[config.mk]
export PLATFORM = sky130hd
export DESIGN_NAME = serial_adder_seq
export DESIGN_NICKNAME = d
export VERILOG_FILES = /design/src/rtl/serial_adder_seq.sv
export SDC_FILE = /design/constraint.sdc
export NUM_CORES = 1
export LEC_CHECK = 0
export CORE_UTILIZATION = 55
export CTS_BUF_LIST = sky130_fd_sc_hd__clkbuf_8
export DETAILED_ROUTE_END_ITERATION = 10
export GPL_ROUTABILITY_DRIVEN = 0
export PLACE_DENSITY = 0.84
export SETUP_SLACK_MARGIN = 0.1
export SKIP_LAST_GASP = 1
export SYNTH_ARGS = -nofsm -noshare
export SYNTH_HDL_FRONTEND = slang
export SYNTH_SLANG_ARGS = --single-unit
[constraint.sdc]
create_clock -name clk -period 5.3 [get_ports clk]
set_input_delay 1.06 -clock clk [delete_from_list [all_inputs] [get_ports clk]]
set_output_delay 1.06 -clock clk [all_outputs]
set_load 0.005 [all_outputs]
[src/rtl/serial_adder_seq.sv]
// Multi-cycle ripple adder/subtractor that processes CHUNK bits per clock.
// An operation takes WIDTH/CHUNK cycles and ends with a one-cycle done pulse.
module serial_adder_seq #(
    parameter int WIDTH = 8,
    parameter int CHUNK = 1
) (
    input  logic             clk,
    input  logic             rst,
    input  logic             start,
    input  logic             mode,
    input  logic [WIDTH-1:0] A,
    input  logic [WIDTH-1:0] B,
    input  logic             cin,
    output logic [WIDTH-1:0] Sum,
    output logic             Carry,
    output logic             Overflow,
    output logic             busy,
    output logic             done
);

    localparam int N  = WIDTH / CHUNK;
    localparam int CW = (N > 1) ? $clog2(N) : 1;
    localparam logic [CW-1:0] LAST = CW'(N - 1);

    generate
        if (WIDTH < 2 || WIDTH > 64) begin : g_bad_width
            $error("serial_adder_seq: WIDTH must be in 2..64");
        end
        if (CHUNK < 1 || (WIDTH % CHUNK) != 0) begin : g_bad_chunk
            $error("serial_adder_seq: WIDTH must be a multiple of CHUNK");
        end
    endgenerate

    typedef enum logic [1:0] {
        IDLE,
        RUN,
        DONE
    } state_t;

    state_t           state;
    logic [WIDTH-1:0] a_r;
    logic [WIDTH-1:0] b_r;
    logic             c;
    logic [CW-1:0]    cnt;

    logic [CHUNK-1:0] ca;
    logic [CHUNK-1:0] cb;
    logic [CHUNK-1:0] cs;
    logic             cc;
    logic             cm;

    // cm ends up as the carry into the top stage of the chunk,
    // which on the last chunk is the carry into the MSB.
    always_comb begin
        ca = a_r[cnt*CHUNK +: CHUNK];
        cb = b_r[cnt*CHUNK +: CHUNK];
        cs = '0;
        cc = c;
        cm = c;
        for (int i = 0; i < CHUNK; i++) begin
            cm    = cc;
            cs[i] = ca[i] ^ cb[i] ^ cc;
            cc    = (ca[i] & cb[i]) | (cc & (ca[i] ^ cb[i]));
        end
    end

    always_ff @(posedge clk) begin
        if (rst) begin
            state    <= IDLE;
            a_r      <= '0;
            b_r      <= '0;
            c        <= 1'b0;
            cnt      <= '0;
            Sum      <= '0;
            Carry    <= 1'b0;
            Overflow <= 1'b0;
            busy     <= 1'b0;
            done     <= 1'b0;
        end else begin
            done <= 1'b0;
            unique case (state)
                IDLE, DONE: begin
                    if (start) begin
                        a_r      <= A;
                        b_r      <= mode ? ~B : B;
                        c        <= mode ? 1'b1 : cin;
                        cnt      <= '0;
                        Sum      <= '0;
                        Carry    <= 1'b0;
                        Overflow <= 1'b0;
                        busy     <= 1'b1;
                        state    <= RUN;
                    end else begin
                        state <= IDLE;
                    end
                end
                RUN: begin
                    Sum[cnt*CHUNK +: CHUNK] <= cs;
                    c <= cc;
                    if (cnt == LAST) begin
                        cnt      <= '0;
                        Carry    <= cc;
                        Overflow <= cm ^ cc;
                        busy     <= 1'b0;
                        done     <= 1'b1;
                        state    <= DONE;
                    end else begin
                        cnt <= cnt + CW'(1);
                    end
                end
                default: state <= IDLE;
            endcase
        end
    end

endmodule

# --- Word level (Yosys, flattened, before mapping) ---
# Index checks and enable logic that the tools add are counted.
word_totals:
  ff_bits: 34
  word_cells: 58
  out_inout_bits: 12
  in_bits: 21
op_classes:
  n_reduce_logical: 7
  n_eq_ne: 5
  addsub: 2
  bitwise_logic: 8
  shift: 4
  n_mux: 22
op_table:
  columns: ["cell", "count"]
  rows:
  - ["3-bit negator with 34-bit output", 1]
  - ["1-bit by 34-bit variable shift with 8-bit output, first input constant", 1]
  - ["1-bit by 34-bit indexed part select with 8-bit output", 1]
  - ["8-bit 2-to-1 mux", 2]
  - ["8-bit case mux with 2 select lines", 1]
  - ["8-bit by 4-bit indexed part select with 1-bit output", 2]
  - ["1-bit 2-to-1 mux", 9]
  - ["8-bit bitwise mux", 1]
  - ["8-bit NOT", 1]
  - ["1-bit case mux with 2 select lines", 4]
  - ["3-bit 2-to-1 mux", 2]
  - ["3-bit case mux with 2 select lines", 1]
  - ["2-bit inequality test, second input constant", 2]
  - ["2-bit case mux with 2 select lines", 1]
  - ["2-bit AND reduction", 2]
  - ["2-bit OR reduction", 2]
  - ["3-bit by 1-bit adder with 3-bit output, second input constant", 1]
  - ["3-bit == test, second input constant", 1]
  - ["3-bit AND reduction", 1]
  - ["1-bit XOR", 3]
  - ["1-bit AND", 2]
  - ["2-bit by 1-bit == test with 1-bit output, second input constant", 1]
  - ["2-bit == test, second input constant", 1]
  - ["2-bit zero test", 1]
  - ["4 further kinds", 4]

# --- Logic depth before layout (Yosys ltp) ---
logic_depth:
  word_depth: 7
  ltp_mapped: 8
  mapped_depth_nobuf: 7

# --- Worst setup path before layout ---
# No wires, ideal clock.
synth_timing:
  path_kind: "register to register"
  startpoint: "register cnt[1]"
  endpoint: "register Sum[6]"
  path_buffers: 1
  path_slack_ps: 2939
  t_arrival_ps: 2273
  synth_period_minus_slack_ps: 2361
  setup_time_ps: 88
  t_required_ps: 5212
  stages_incl_launch_ff: 9
  path_cell_list: "dfxtp_1 buf_2 mux4_2 nand2_1 nand2_1 fa_1 nor3b_2 nand3_2 o32ai_2"
synth_between:
  elab_chain_cells: 6
  word_cells_on_any_way: 9
  cone_classes: "add/sub (1); shift (4); mux (2); bitwise (2)"
synth_lines:
  columns: ["element", "line_no", "text"]
  rows:
  - ["from (decl)", "44", "logic [CW-1:0] cnt;"]
  - ["from (signal assigned)", "108", "cnt <= cnt + CW'(1);"]
  - ["8-bit by 4-bit indexed part select with 1-bit output (on tied branches)", "55, 56", null]
  - ["1-bit XOR (2 in a row)", "62", "cs[i] = ca[i] ^ cb[i] ^ cc;"]
  - ["1-bit by 34-bit indexed part select with 8-bit output", "98", "Sum[cnt*CHUNK +: CHUNK] <= cs;"]
  - ["8-bit bitwise mux (*)", "98", null]
  - ["8-bit case mux with 2 select lines (*)", "81", "unique case (state)"]
  - ["to (signal, indexed assignment)", "98", null]
  - ["to (decl)", "14", "output logic [WIDTH-1:0] Sum,"]
# Mark *: on every way between the ends. The rest lies on a longest branch, timed or not.
# A chain may end at the register's enable or synchronous reset.

==> flow_summary.toml <==
[outcome]
status = "finished with violations"
violations = "design-rule violations"

[timing]
rsz0062_at_grt = "no"
tightest_slew_ps = 1010
maxSlewViolCount = 0
hold_viol = 0
finalCriticalPeriod_ps = 2880
tns_ps = 0
fmax_mhz = 347
setup_violations = 0
fin_ws_ps = 2420
clock_skew_ps = 4.63
relSlewSlack_pct = 32.3
finalCritPeriodShare_pct = 54.4

[global_routing]
first_global_vias = 1424
grt_max_degree = 29
met2_usage_pct = 42.0
grt_overflow = 0
use_met1_pct = 26.9
grt.busiest_layer = "met2"
grtUsageTotal_pct = 24.3
antenna_found_initial = 0
grt_pass1_wl_um = 6090
grtUsageMet3_pct = 7.14

[critical_path]
crit_required_ps = 5450
cpPeakStageDelay_ps = 1140
cp-end-kind = "flip-flop"
r2r-start = "cnt[1]"
crit_type = "input pin to flip-flop"
critPathMaxFanout = 28
crit_slowest_cell = "clkdlybuf4s50_1"
arrival_ps = 3040
cp_num_buf_inv = 2
cp-startpoint = "rst"
path_cells = "clkdlybuf4s50_1 > clkinv_1 > nand3_1 > o32ai_2"
crit_family = "buffers and inverters"
cp-start-kind = "input pin"

[logic_synthesis]
async_flop_share_pct = 0
synth_cell_types = 38
synthFlopType = "dfxtp_1"
yosysSeqAreaShare_pct = 39.7
avgSynthCellArea_um2 = 9.08
ys_warn_count = 0
synth_cells = 189
synth-seq-cells = 34
syn_area_mm2 = 0.00172
syn-num-nets = 218
synth_edf_count = 0

[clock_network]
cts-root-buf = "clkbuf_8"
clock-sinks = 34
clkLatencyLatePin_ps = 280
cts_resized = 0
postCtsHoldBufs = 0
clk_pin_slew_ps = 60
post_cts_buffers = 0
cts.htree.levels = 2
cts_tree = "yes"
cts_buffer_depth = 2
numCtsBuffers = 5

[floorplanning]
die_height_um = 57.8
dieArea_mm2 = 0.00335
fp.dieW_um = 57.8
initial_utilization_pct = 60.1
io_pins = 33
rows = 19
coreArea_mm2 = 0.00285

[finish]
final_cell_count_no_fill = 245
fin_nets = 243
final_common_cell = "dfxtp_1"
most-common-layout-cells = "dfxtp_1, clkdlybuf4s50_1, nand2_1, nor2_1, nand3_1"
synthToLayoutAreaGrowth_pct = 21.2
final.fill_count = 233
antennaDiodeCount = 0
multiInputGateArea_um2 = 936
seqCellArea_um2 = 681
drive_above_1_share_pct = 8.41

[routing]
wirelength_um = 3450
ant_nets = 0
vias = 1421
via_per_inst = 5.80
drtIter0Drc = 52
route.detailed.drc = 2
drt-pass1-iter-count = 9
wl_per_cell_um = 14.1

[placed_design]
dp_hpwl_um = 2550
post-place-ws_ps = 2130
dp_cells = 238
io_buffer_count = 32

[hold_path]
min_path_type = "flip-flop to flip-flop"
min-delay-start = "a_r[5]"

[pwr]
p_leak_nw = 0.739
ir_drop_mv = 0.153
powerDensity_mw_per_mm2 = 258

[run]
cap_violations = 0
[state kept, by name (all words and copies together), names as in the netlist]
register / cells
Carry: 1
Overflow: 1
Sum: 8
a_r: 8
b_r: 8
busy: 1
c: 1
cnt: 3
done: 1
state: 2
[where the power goes]
| part | total [mW] | internal [mW] | switching, mW |
|---|---|---|---|
| clock | 0.171 | 0.0864 | 0.0842 |
| combinational | 0.0869 | 0.0424 | 0.0444 |
| sequential | 0.279 | 0.268 | 0.0106 |
[layer usage]
layer,vias to the layer above,wire length (um)
met5,-,0
met4,0,85
met3,9,154
met2,52,1770
met1,648,1440
li1,712,-
[path summary, 6_finish.rpt]
check	endpoint	slack, ps	cells past startpoint
max	Sum[6]	2420	4
min	a_r[5]	460	2
max reg2reg	Sum[6]	2580	7
min reg2reg	a_r[5]	460	2
[Yosys cell counts (2+ instances only)]
cell | n | area share [%]
nand3_1 | 14 | 4.1
a211oi_1 | 8 | 3.5
o21ai_1 | 2 | 0.58
nor2b_1 | 3 | 1.1
nor2_1 | 14 | 3.1
nand4b_1 | 2 | 1.0
o2111ai_1 | 2 | 1.0
buf_4 | 3 | 1.3
mux4_2 | 4 | 5.3
nand2b_1 | 2 | 0.73
nor4b_2 | 3 | 2.6
dfxtp_1 | 34 | 40
nand2_1 | 28 | 6.1
o22ai_1 | 3 | 1.1
nand4_1 | 3 | 1.1
ha_1 | 7 | 5.1
mux2i_1 | 2 | 1.2
xnor2_1 | 8 | 4.1
a21oi_1 | 13 | 3.8
nor3_1 | 2 | 0.58
a31oi_1 | 2 | 0.73
buf_2 | 10 | 2.9
nand3b_1 | 2 | 0.88
inv_1 | 4 | 0.88
[area by class of cell]
type                            count  area share [%]
Sequential cell                    34            32.8
Inverter                            5           0.903
Clock inverter                      2           0.361
Timing Repair Buffer               33            15.8
Tap cell                           31            1.87
Multi-Input combinational cell    135            45.0
Clock buffer                        5            3.31
[worst register-to-register path, delay by kind of cell (launching register included)]
family | cells | cell delay, ps
AOI/OAI and AO/OA | 1 | 270
adders and majority gates | 1 | 530
DFF | 1 | 680
muxes | 1 | 590
and+or+nand+nor | 4 | 560
[cell families (layout without fill, tap and decap cells)]
logic type | Yosys count | count (layout) | share of synthesized area [%]
AND/OR/NAND/NOR | 79 | 79 | 24.7
flip-flops | 34 | 34 | 39.7
AO/OA/AOI/OAI | 33 | 33 | 12.5
buffers and inverters | 20 | 45 | 5.76
XOR/XNOR | 9 | 9 | 4.60
adder cells (fa/ha/maj) | 8 | 8 | 6.27
multiplexers | 6 | 6 | 6.42
[per-stage QoR]
step / util, % / total power [mW] / hold WS (ps) / instance area (um^2)
4_1_cts: 72.9 / 0.540 / 458 / 2080
3_5_place_dp: 70.2 / 0.371 / 449 / 2000
3_3_place_gp: 70.2 / 0.367 / 441 / 2000
5_1_grt: 72.9 / 0.563 / 481 / 2080
2_1_floorplan: - / 0.344 / 433 / 1720
6_report: 72.9 / 0.536 / 456 / 2080
(Power assumes the default switching activity.)
